`src/rtl/cpu_types_pkg.sv`:
```
// rtl/cpu_types_pkg.sv - shared CPU/memory types for the cache-to-RAM path
package cpu_types_pkg;

  typedef logic [31:0] word_t;

  typedef enum logic [1:0] {
    FREE   = 2'b00,
    BUSY   = 2'b01,
    ACCESS = 2'b10,
    ERROR  = 2'b11
  } ramstate_t;

  typedef enum logic [1:0] {
    IDLE    = 2'b00,
    SERVE_D = 2'b01,
    SERVE_I = 2'b10
  } arb_state_t;

endpackage

```
`src/rtl/mem_arbiter.sv`:
```
// rtl/mem_arbiter.sv - icache/dcache arbiter onto a single-port RAM
// Data wins ties; a saturating starvation count forces a pending fetch through.
module mem_arbiter
  import cpu_types_pkg::*;
#(
  parameter int STARVE_MAX = 4,
  parameter int ADDR_W     = 32
) (
  input  logic              CLK,
  input  logic              nRST,
  input  logic              iREN,
  input  logic [ADDR_W-1:0] iaddr,
  output logic              iwait,
  output logic [ADDR_W-1:0] iload,
  input  logic              dREN,
  input  logic              dWEN,
  input  logic [ADDR_W-1:0] daddr,
  input  logic [ADDR_W-1:0] dstore,
  output logic              dwait,
  output logic [ADDR_W-1:0] dload,
  output logic              ramREN,
  output logic              ramWEN,
  output logic [ADDR_W-1:0] ramaddr,
  output logic [ADDR_W-1:0] ramstore,
  input  logic [ADDR_W-1:0] ramload,
  input  logic [1:0]        ramstate
);

  localparam int CNT_W = $clog2(STARVE_MAX + 1);
  localparam logic [CNT_W-1:0] STARVE_LIM = CNT_W'(STARVE_MAX);

  arb_state_t       state_q, state_d;
  logic [CNT_W-1:0] starve_q, starve_d;
  logic             d_req;
  logic             access;

  assign d_req  = dREN | dWEN;
  assign access = (ramstate == ACCESS);

  always_comb begin
    state_d  = state_q;
    iwait    = 1'b1;
    dwait    = 1'b1;
    iload    = '0;
    dload    = '0;
    ramREN   = 1'b0;
    ramWEN   = 1'b0;
    ramaddr  = '0;
    ramstore = '0;
    case (state_q)
      IDLE: begin
        if (iREN && (!d_req || starve_q == STARVE_LIM)) state_d = SERVE_I;
        else if (d_req)                                  state_d = SERVE_D;
      end
      SERVE_D: begin
        ramaddr = daddr;
        // A request withdrawn mid-service releases the RAM without completing.
        if (!d_req) begin
          state_d = IDLE;
        end else begin
          if (dWEN) begin
            ramWEN   = 1'b1;
            ramstore = dstore;
          end else begin
            ramREN = 1'b1;
          end
          if (access) begin
            dwait   = 1'b0;
            dload   = dWEN ? '0 : ramload;
            state_d = IDLE;
          end
        end
      end
      SERVE_I: begin
        ramaddr = iaddr;
        if (!iREN) begin
          state_d = IDLE;
        end else begin
          ramREN = 1'b1;
          if (access) begin
            iwait   = 1'b0;
            iload   = ramload;
            state_d = IDLE;
          end
        end
      end
      default: state_d = IDLE;
    endcase
  end

  always_comb begin
    starve_d = starve_q;
    if (!iREN)
      starve_d = '0;
    else if (state_q == SERVE_I && access)
      starve_d = '0;
    else if (state_q == SERVE_D && d_req && access && starve_q != STARVE_LIM)
      starve_d = starve_q + 1'b1;
  end

  always_ff @(posedge CLK or negedge nRST) begin
    if (!nRST) begin
      state_q  <= IDLE;
      starve_q <= '0;
    end else begin
      state_q  <= state_d;
      starve_q <= starve_d;
    end
  end

endmodule

```
`config.mk`:
```
export PLATFORM = sky130hd
export DESIGN_NAME = mem_arbiter
export DESIGN_NICKNAME = d
export VERILOG_FILES = /design/src/rtl/cpu_types_pkg.sv /design/src/rtl/mem_arbiter.sv
export SDC_FILE = /design/constraint.sdc
export NUM_CORES = 1
export LEC_CHECK = 0
export BUFFER_PORTS_ARGS = -buffer_cell sky130_fd_sc_hd__buf_2
export CORE_AREA = 3 3 104 106
export DETAILED_ROUTE_END_ITERATION = 10
export DIE_AREA = 0 0 107 109
export PLACE_DENSITY = 0.6
export SLEW_MARGIN = 20
export SYNTH_ARGS = -nofsm -noshare
export SYNTH_HDL_FRONTEND = slang
export SYNTH_SLANG_ARGS = --single-unit
export TNS_END_PERCENT = 20
```
`constraint.sdc`:
```
create_clock -name CLK -period 1.9 [get_ports CLK]
set_input_delay 0.38 -clock CLK [delete_from_list [all_inputs] [get_ports CLK]]
set_output_delay 0.38 -clock CLK [all_outputs]
set_load 0.01 [all_outputs]
```
==> results of run 1 <==
-- final cells by class --
type / count / area [um^2] / area share
tap: 133 / 166 / 0.0483
inverter: 5 / 18.8 / 0.00545
multi-input combinational: 205 / 1480 / 0.429
timing repair buffer: 281 / 1610 / 0.467
sequential: 5 / 128 / 0.0371
clock buffer: 4 / 45.0 / 0.0131
-- worst max path at each step --
stage                     from         to  cells past startpoint
floorplan           state_q[1]     ramREN                      6
global placement    state_q[1]      dwait                      6
detailed placement  state_q[0]  iload[30]                      5
CTS                 state_q[1]   dload[4]                      6
global route        state_q[1]   dload[1]                      6
finish              state_q[1]  dload[25]                      6
-- cell usage in the layout, fill, tap and decap left out, types with 4 or more instances in the layout --
cell / instances
buf_2: 265
and3_1: 97
nor2b_1: 32
a22oi_1: 22
a22oi_2: 10
and2_4: 6
nand2_1: 5
buf_12: 5
ha_1: 4
buf_4: 4
-- cell families after synthesis --
| kind of cell | after synthesis | synth area share |
|---|---|---|
| compound gates | 45 | 0.205 |
| flops | 5 | 0.0744 |
| fa+ha+maj | 6 | 0.0446 |
| buf+inv | 37 | 0.120 |
| simple gates | 149 | 0.557 |
-- repair_timing --
action                                  in CTS  in global routing
resized for setup                           13                 13
setup buffers                                0                  3
endpoints found under the setup margin     113                128
pin swaps                                    6                  1
hold buffers                                 1                  0
cloned                                       7                  3
hold endpoints to repair                     5                  0
-- power groups by stage --
| stage | clock network, W | logic [W] | registers [W] |
|---|---|---|---|
| 3_5_place_dp | 0 | 0.00188 | 0.000147 |
| 2_1_floorplan | 0 | 0.00118 | 0.000143 |
| 5_1_grt | 0.000205 | 0.00245 | 0.000163 |
| 4_1_cts | 0.000195 | 0.00208 | 0.000159 |
| 3_3_place_gp | 0 | 0.00183 | 0.000146 |
| 6_report | 0.000191 | 0.00225 | 0.000159 |
-- through the flow --
step	util	area [um^2]	hold WS [ns]
finish	0.349	3440	0.507
global route	0.349	3440	0.519
CTS	0.334	3290	0.503
detailed placement	0.315	3110	0.202
global placement	0.315	3110	0.197
floorplan	-	1680	0.0844
-- sequential cells by signal (all words and copies together) (netlist names) --
signal	cells
starve_q	3
state_q	2
-- routing by layer --
metal  part of all wire  vias up
li1                   -     1415
met1               0.38     1360
met2               0.55      146
met3              0.071        4
met4             0.0049        0
met5                  0        -
==> summary.txt, run 1 <==
Floorplanning
  – Chip Width: around 110 um
  – Rows: 36
  – Die H: roughly 110 um
  – IO Pins: between 200 and 300
  – Initial Utilization: 0.170
  – Area of the die: about 0.012 mm^2
  – Core area: 0.00986 mm^2

STA
  – FMAX: 499 MHz
  – Clock skew: between 0.003 and 0.004 ns
  – Max_slew headroom: 0.781
  – Final Hold Vio Count: 0
  – RSZ-0062 raised after global routing: true
  – Tcrit/Tclk final: 1.06
  – Worst Tran Pin Value: around 0.32 ns
  – Slew Viols, Final: 0
  – Final setup fails: 84
  – Fin worst setup slack: -0.105 ns
  – Total Neg Setup Slack: -3.94 ns
  – Fin crit period: between 2 and 2.5 ns

GRT
  – GR met3 Demand/Resource: 0.0107
  – Busiest metal layer after global routing: met2
  – First-pass GRT wire length: 13.3 mm
  – Number of global-route vias before repair: about 2600
  – M1 GR Usage: 0.167
  – GRT Overall Usage: 0.140
  – Initial antenna violation count: 0
  – Largest net degree at the start of global routing: 66
  – GR Overflow Total: 0
  – GRT met2 Usage: 0.273

Setup path
  – Worst path max stage delay: approximately 0.43 ns
  – Flop2flop setup slack: roughly 0.2 ns
  – Critical path class: reg2out
  – Reg2Reg Depth: 7
  – Critical Path Start Type: flip-flop
  – Critical Path End Type: primary output
  – Reg2reg start: state_q[1]
  – Worst path cell trace: inv_2 > ha_4 > and3b_2 > clkbuf_16 > and3_1 > buf_2
  – Reg2Reg Capture Point: state_q[1]
  – Critical path's top delay family: flip-flops
  – Crit path buf inv count: 3
  – Req. time, crit path: 1.52 ns
  – Crit path arrival time: between 1.5 and 2 ns
  – Critical-path top delay cell: dfrtp_2
  – Max FO, Critical Path: 16

Power
  – NetSw: roughly 0.0012 W
  – Int Pwr: 0.00138 W
  – Worst VDD drop: between 0.5 and 0.6 mV
  – Sw Share: 0.469
  – P_leak: ~2.3 nW
  – Seq pwr share: 0.061
  – Design Power: 0.00260 W
  – P per Cell Area: 754 mW/mm^2
  – Clk pwr share: 0.074
  – Combinational fraction of design power: 0.865

Route
  – Initial DRC Count: about 200
  – # DRC: 0
  – Final ANT Viol Nets: 0
  – WL/cell: 15.5 um
  – Vias per inst: between 4 and 5
  – Router iterations before antenna repair: 4
  – Vias: 2925
  – Final wirelength: 9.81 mm

Synth
  – Top_reg_cell synth: dfrtp_1
  – Synthesized cell area: between 0.0015 and 0.002 mm^2
  – Mean Syn Cell Area: about 6.9 um^2
  – EDFF count, synth: 0
  – Most common library cells after synthesis: and3_1, nor2b_1, a22oi_1
  – Synth Net Count: about 380
  – Synth area leader: and3_1
  – Synth top area cells: and3_1, a22oi_1, nor2b_1
  – Top-count cell post-synth: and3_1
  – FF+latch count, synth: 5
  – Yosys warns: 0
  – Synth async-reset ratio: 1.00
  – Seq/Total Area, Yosys: 0.0744
  – Yosys top cell area share: 0.361
  – Unique masters post-synth: 34
  – Syn Inst Count: ~240

CTS
  – Clk_lat worst skew: roughly 0.22 ns
  – Clk sinks: 5
  – CTS tree: done
  – Clock Path Buffers: 2
  – Clk root buf: clkbuf_8
  – CTS Buf Count: 3
  – H-tree depth: 1
  – Clock-pin slew on the worst setup and hold paths: approximately 0.040 ns

Layout
  – Fillers: 1047
  – Fraction of layout cells with a size suffix above 1: 0.622
  – Layout Cells excl Fill: between 600 and 700
  – Final nets: between 600 and 700
  – Area Growth Syn to Fin: 105%
  – Antenna cells: 0

Place
  – Cell total after placement: roughly 600
  – Hpwl dp: just under 7 mm
  – Dpl ws: about 0.091 ns
  – Port bufs: between 200 and 300
  – Final Wtd Congestion: 0.747

Min path
  – Worst hold-check path type: in2async

Run status
  – Failing checks: setup timing
  – Outcome: complete, but fails checks

Flow run
  – Max-Cap Viols: 0
Power figures use the tool's default switching activity.
==> inputs of run 2 (changes only) <==
--- a/config.mk
+++ b/config.mk
@@ -6,10 +6,10 @@
 export NUM_CORES = 1
 export LEC_CHECK = 0
 export BUFFER_PORTS_ARGS = -buffer_cell sky130_fd_sc_hd__buf_2
-export CORE_AREA = 3 3 104 106
+export CORE_AREA = 3 3 102 104
 export DETAILED_ROUTE_END_ITERATION = 10
-export DIE_AREA = 0 0 107 109
-export PLACE_DENSITY = 0.6
+export DIE_AREA = 0 0 105 107
+export PLACE_DENSITY = 0.62
 export SLEW_MARGIN = 20
 export SYNTH_ARGS = -nofsm -noshare
 export SYNTH_HDL_FRONTEND = slang
==> constraint.sdc (replaced) <==
create_clock -name CLK -period 2.55 [get_ports CLK]
set_input_delay 0.51 -clock CLK [delete_from_list [all_inputs] [get_ports CLK]]
set_output_delay 0.51 -clock CLK [all_outputs]
set_load 0.01 [all_outputs]
==> run 2 against run 1 <==
  * The run now ends clean
  * Core utilization decreased by 2.7 points
  * Clock skew decreased by 0.0023 ns
  * First-iteration DRC count increased by 1.5%
  * Largest power group unchanged
  * Combinational power decreased by 41%
  * Clock power fell by 25%
  * Critical path type unchanged
  * Global-route usage is 1.4 points lower
==> summary.txt, run 2 (synthesis results as in run 1) <==
STA
  – FMAX: between 400 and 500 MHz
  – Fin crit period: between 2 and 2.5 ns
  – Clock skew: 0.000776 ns (-0.00229 ns)
  – Total Neg Setup Slack: 0 ns (+3.94 ns)
  – Final Hold Vio Count: 0 (unchanged)
  – Max_slew headroom: 0.690 (-0.0914)
  – Final setup fails: 0 (-100%)
  – RSZ-0062 raised after global routing: false
  – Tcrit/Tclk final: 0.909
  – Worst Tran Pin Value: 0.465 ns (+0.140 ns)
  – Min Hold Slack: 0.0972 ns (-0.409 ns)
  – Slew Viols, Final: 0 (unchanged)

Route
  – Router iterations before antenna repair: 4 (unchanged)
  – Final wirelength: 7.98 mm (-19%)
  – WL/cell: 12.9 um (-17%)
  – Final ANT Viol Nets: 0 (unchanged)
  – # DRC: 0 (unchanged)
  – Vias: 2785 (-4.8%)
  – Initial DRC Count: 200 (+1.5%)
  – Vias per inst: 4.51 (-2.5%)

Run status
  – Outcome: complete, no violations

Power
  – Worst VDD drop: 0.301 mV (-48%)
  – P per Cell Area: 509 mW/mm^2 (-33%)
  – P_leak: 2.18 nW (-5.2%)

Setup path
  – Critical path class: reg2out
  – Req. time, crit path: 2.04 ns (+0.52 ns)
  – Crit path arrival time: 1.81 ns (+0.18 ns)
  – Crit path buf inv count: 2 (-1)
  – Critical Path Start Type: flip-flop
  – Worst path cell trace: inv_1 > ha_2 > and3b_2 > and3_1 > buf_2
  – Critical-path top delay cell: and3b_2
  – Critical path's top delay family: simple AND/OR/NAND/NOR gates
  – Worst path max stage delay: 0.50 ns (+0.07 ns)
  – Critical Path End Type: primary output
  – Max FO, Critical Path: 33 (+17)

CTS
  – Post-CTS sizing: 0 (-13)
  – Post-CTS setup buffer count: 0 (unchanged)
  – Clock-pin slew on the worst setup and hold paths: 0.03 ns (about the same)
  – CTS Buf Count: 3 (unchanged)
  – CTS tree: done
  – Clk sinks: 5 (unchanged)
  – Clock Path Buffers: 2 (unchanged)
  – Clk_lat worst skew: 0.22 ns (about the same)
  – H-tree depth: 1 (unchanged)
  – CTS Hold Bufs: 0 (-1)
  – Clk root buf: clkbuf_8

Place
  – Final Wtd Congestion: 0.820 (+9.9%)
  – Cell total after placement: 614 (-0.16%)
  – Hpwl dp: 6.54 mm (-4.3%)
  – Port bufs: 266 (unchanged)

Layout
  – Final nets: 627 (-2.3%)
  – Most common cell after layout, fill and taps aside: buf_2
  – Most flops, register: starve_q
  – Layout Cells excl Fill: 618 (-2.4%)
  – Area Growth Syn to Fin: 84.7%
  – Most frequent cells in the layout: buf_2, and3_1, nor2b_1
  – Fraction of layout cells with a size suffix above 1: 0.579 (-0.0426)
  – Fillers: 1059 (+1.1%)
  – Max reg flops: 3 (unchanged)
  – Seq. cell area: 125 um^2 (-2.0%)
  – Top Registers: starve_q x3, state_q x2
  – Multi-input logic area: 0.00136 mm^2 (-8.1%)
  – Antenna cells: 0 (unchanged)

Floorplanning
  – Chip Width: 105 um (-1.9%)
  – Area of the die: 0.0112 mm^2 (-3.7%)
  – Initial Utilization: 0.174 (+0.00398)
  – Die H: 107 um (-1.8%)
  – Rows: 36 (unchanged)
  – Core area: 0.00964 mm^2 (-2.3%)
  – IO Pins: 267 (unchanged)

GRT
  – GR Overflow Total: 0 (unchanged)
  – Initial antenna violation count: 0 (unchanged)
  – First-pass GRT wire length: 12.2 mm (-8.7%)
  – Largest net degree at the start of global routing: 69 (+4.5%)
  – GRT Overall Usage: 0.126 (-0.0143)
  – Number of global-route vias before repair: 2655 (+2.7%)

Flow run
  – Max-Cap Viols: 0 (unchanged)

Min path
  – Worst hold-check path type: in2async
==> run 2: per-layer routing <==
metal,vias to the layer above,wire length [um],global-route usage,part of all wire
li1,1373,-,-,-
met1,1250,3120,0.146,0.39
met5,-,0,0,0
met3,14,571,0.0199,0.072
met4,0,113,0.0328,0.014
met2,148,4170,0.239,0.52
==> run 2: power by group <==
part / switching (W) / internal, W / leakage [nW] / total (W)
sequential: 0.0000167 / 0.0000930 / 0.0672 / 0.000110
combinational: 0.000723 / 0.000606 / 2.09 / 0.00133
clock: 0.0000357 / 0.000107 / 0.0228 / 0.000143
==> run 2: cell type report <==
| cell class | count | area share |
|---|---|---|
| Clock buffer | 4 | 0.0145 |
| Inverter | 5 | 0.00604 |
| Multi-Input combinational cell | 200 | 0.437 |
| Sequential cell | 5 | 0.0403 |
| Tap cell | 133 | 0.0536 |
| Timing Repair Buffer | 271 | 0.449 |
==> run 2: worst register-to-register path, stage by stage (launching register included) <==
cell and delay (ns):
dfrtp_1 0.41, inv_1 0.10, ha_2 0.20, buf_12 0.24, o21ai_2 0.13, a211oi_2 0.27
a221o_1 0.18
==> run 2: path summary, 6_finish.rpt <==
kind	slack, ns	cells past startpoint	to	startpoint
setup / recovery	0.23	5	dload[13]	state_q[1]
hold reg to reg	0.57	2	starve_q[0]	starve_q[0]
min in group CLK	0.57	2	starve_q[0]	starve_q[0]
hold / removal	0.1	1	starve_q[1]	nRST
max in group asynchronous	2.32	1	state_q[1]	nRST
setup reg to reg	0.95	6	state_q[1]	state_q[1]
==> run 2: through the flow <==
| step | instance area (um^2) | utilization | power (W) | setup slack (ns) |
|---|---|---|---|---|
| 2_1_floorplan | 1680 | - | 0.000988 | 0.716 |
| 3_3_place_gp | 3060 | 0.318 | 0.00142 | 0.514 |
| 3_5_place_dp | 3060 | 0.318 | 0.00145 | 0.466 |
| 4_1_cts | 3110 | 0.322 | 0.00160 | 0.229 |
| 5_1_grt | 3110 | 0.322 | 0.00174 | 0.117 |
| 6_report | 3110 | 0.322 | 0.00158 | 0.232 |
==> inputs of run 3 (changes only) <==
--- a/config.mk
+++ b/config.mk
@@ -5,11 +5,11 @@
 export SDC_FILE = /design/constraint.sdc
 export NUM_CORES = 1
 export LEC_CHECK = 0
-export BUFFER_PORTS_ARGS = -buffer_cell sky130_fd_sc_hd__buf_2
-export CORE_AREA = 3 3 102 104
+export CORE_AREA = 3 3 101 103
 export DETAILED_ROUTE_END_ITERATION = 10
-export DIE_AREA = 0 0 105 107
-export PLACE_DENSITY = 0.62
+export DIE_AREA = 0 0 104 106
+export DONT_BUFFER_PORTS = 1
+export PLACE_DENSITY = 0.38
 export SLEW_MARGIN = 20
 export SYNTH_ARGS = -nofsm -noshare
 export SYNTH_HDL_FRONTEND = slang
==> run 3 against run 2 <==
  * Routed wire length shrank 22%
  * First-iteration DRC count increased by 6.0%
  * Worst setup slack better by 0.039 ns
  * Clock-buffer cell count did not move
  * Sequential power about the same
  * Sequential cell count stayed put
  * Worst hold slack better by 0.43 ns
  * Clock power is essentially flat
  * Sequential share of layout area increased by 3.1 points
  * Die area fell by 1.9%
  * Global-route usage fell by 3.6 points
  * Largest power group unchanged
==> summary.txt, run 3 (synthesis results as in run 1) <==
Setup path
  – Reg2Reg Depth: 6 (unchanged)
  – Crit path arrival time: 1.77 ns (-0.04 ns)
  – Critical path class: reg2out
  – Critical Path End Type: primary output
  – Req. time, crit path: 2.04 ns (about the same)
  – Max FO, Critical Path: 68 (+110%)
  – Critical Path Start Type: flip-flop

Route
  – # DRC: 0 (unchanged)
  – Vias: 1831 (-34%)
  – WL/cell: 17.9 um (+39%)
  – Final wirelength: 6.25 mm (-22%)
  – Initial DRC Count: 212 (+6.0%)
  – Final ANT Viol Nets: 0 (unchanged)
  – Vias per inst: 5.26 (+17%)
  – Router iterations before antenna repair: 4 (unchanged)

Layout
  – Layout Cells excl Fill: 348 (-44%)
  – Multi-input logic area: 0.00136 mm^2 (unchanged)
  – Most frequent cells in the layout: and3_1, nor2b_1, a22oi_1
  – Fillers: 1055 (-0.38%)
  – Area Growth Syn to Fin: 3.94%
  – Max reg flops: 3 (unchanged)
  – Antenna cells: 0 (unchanged)
  – Top Registers: starve_q x3, state_q x2
  – Most common cell after layout, fill and taps aside: and3_1
  – Fraction of layout cells with a size suffix above 1: 0.0639 (-0.515)
  – Final nets: 361 (-42%)
  – Final Util: 0.188 (-0.134)
  – Seq. cell area: 125 um^2 (unchanged)
  – Most flops, register: starve_q

CTS
  – H-tree depth: 1 (unchanged)
  – Post-CTS setup buffer count: 0 (unchanged)
  – CTS tree: done
  – Clk root buf: clkbuf_8
  – Clk_lat worst skew: 0.22 ns (about the same)
  – Clock Path Buffers: 2 (unchanged)
  – CTS Buf Count: 3 (unchanged)
  – Clock-pin slew on the worst setup and hold paths: 0.03 ns (about the same)
  – Clk sinks: 5 (unchanged)

STA
  – FMAX: 439 MHz (+1.7%)
  – Final setup fails: 0 (unchanged)
  – Max_slew headroom: 0.637 (-0.0526)
  – Slew Viols, Final: 0 (unchanged)
  – Clock skew: 0.00182 ns (+0.00104 ns)
  – Min Hold Slack: 0.531 ns (+0.434 ns)
  – Worst Tran Pin Value: 0.544 ns (+0.0789 ns)
  – Tcrit/Tclk final: 0.894 (-0.0153)
  – Total Neg Setup Slack: 0 ns (unchanged)
  – Fin crit period: 2.28 ns (-0.0389 ns)
  – Final Hold Vio Count: 0 (unchanged)
  – RSZ-0062 raised after global routing: false

GRT
  – Number of global-route vias before repair: 1497 (-44%)
  – GRT Overall Usage: 0.0895 (-0.0362)
  – Largest net degree at the start of global routing: 71 (+2.9%)
  – First-pass GRT wire length: 8.14 mm (-33%)
  – Initial antenna violation count: 0 (unchanged)
  – GR Overflow Total: 0 (unchanged)

Power
  – Design Power: 0.00119 W (-25%)
  – Sw Share: 0.547 (+0.0568)
  – Seq pwr share: 0.093 (+0.024)
  – P per Cell Area: 681 mW/mm^2 (+34%)
  – Clk pwr share: 0.118 (+0.028)
  – NetSw: 0.000651 W (-16%)
  – Worst VDD drop: 0.283 mV (-6.0%)
  – Combinational fraction of design power: 0.789 (-0.051)
  – P_leak: 0.936 nW (-57%)
  – Int Pwr: 0.000539 W (-33%)

Min path
  – Worst hold-check path type: in2reg
  – Hold Crit Depth: 2

Floorplanning
  – Area of the die: 0.0110 mm^2 (-1.9%)
  – Rows: 35 (-2.8%)
  – Die H: 106 um (-0.93%)
  – IO Pins: 267 (unchanged)
  – Chip Width: 104 um (-0.95%)
  – Initial Utilization: 0.181 (+0.00668)
  – Core area: 0.00928 mm^2 (-3.7%)

Flow run
  – Max-Cap Viols: 0 (unchanged)

Place
  – Hpwl dp: 4.96 mm (-24%)
  – Final Wtd Congestion: 0.731 (-11%)
  – Port bufs: 0 (-100%)
  – Cell total after placement: 343 (-44%)

Run status
  – Outcome: complete, no violations
run 3: changes by cell type in the layout (fill, tap and decap cells not counted):
cell and delta:
buf_12 -2, buf_2 -266, buf_4 +1, dlygate4sd3_1 +1
run 3: final timing paths:
path | startpoint | end | slack [ns]
min in group asynchronous | nRST | state_q[0] | 0.60
max in group asynchronous | nRST | starve_q[2] | 1.74
min reg2reg | starve_q[1] | starve_q[1] | 0.57
max reg2reg | state_q[1] | state_q[1] | 0.70
min | iREN | starve_q[1] | 0.53
max | state_q[1] | ramaddr[7] | 0.27
run 3: layer usage:
metal  routed length (um)  share of wire  up-vias  global-route usage
li1                     -              -      842                   -
met1                 2340           0.37      856               0.102
met2                 3320           0.53      133               0.167
met3                  584          0.094        0              0.0273
met4                    0              0        0              0.0142
met5                    0              0        -                   0
run 3: power by group through the flow:
stage	logic, W	clock network, W	registers, W
finish	0.000939	0.000141	0.000110
global route	0.00104	0.000154	0.000113
CTS	0.000960	0.000145	0.000110
detailed placement	0.000952	0	0.000111
global placement	0.000934	0	0.000111
floorplan	0.000881	0	0.000106
run 3: timing repair:
item,4_1_cts,5_1_grt
hold buffers,1,0
resized for setup,0,0
endpoints found under the hold margin,5,0
setup endpoints to repair,0,0
run 3: final cells by class:
cell class	instances	area share
Inverter	5	0.0107
Sequential cell	5	0.0716
Multi-Input combinational cell	200	0.777
Timing Repair Buffer	5	0.0229
Tap cell	129	0.0923
Clock buffer	4	0.0258
run 3: worst max-delay path, stage by stage, from the launching register on:
cell	delay, ns
dfrtp_1	0.41
inv_1	0.10
ha_2	0.17
buf_4	0.46
a22oi_1	0.14
nor2b_1	0.26
run 3: through the flow:
step | worst slack [ns] | area [um^2]
floorplan | 0.716 | 1680
finish | 0.271 | 1750
global placement | 0.523 | 1690
CTS | 0.229 | 1750
detailed placement | 0.464 | 1690
global route | 0.0972 | 1750
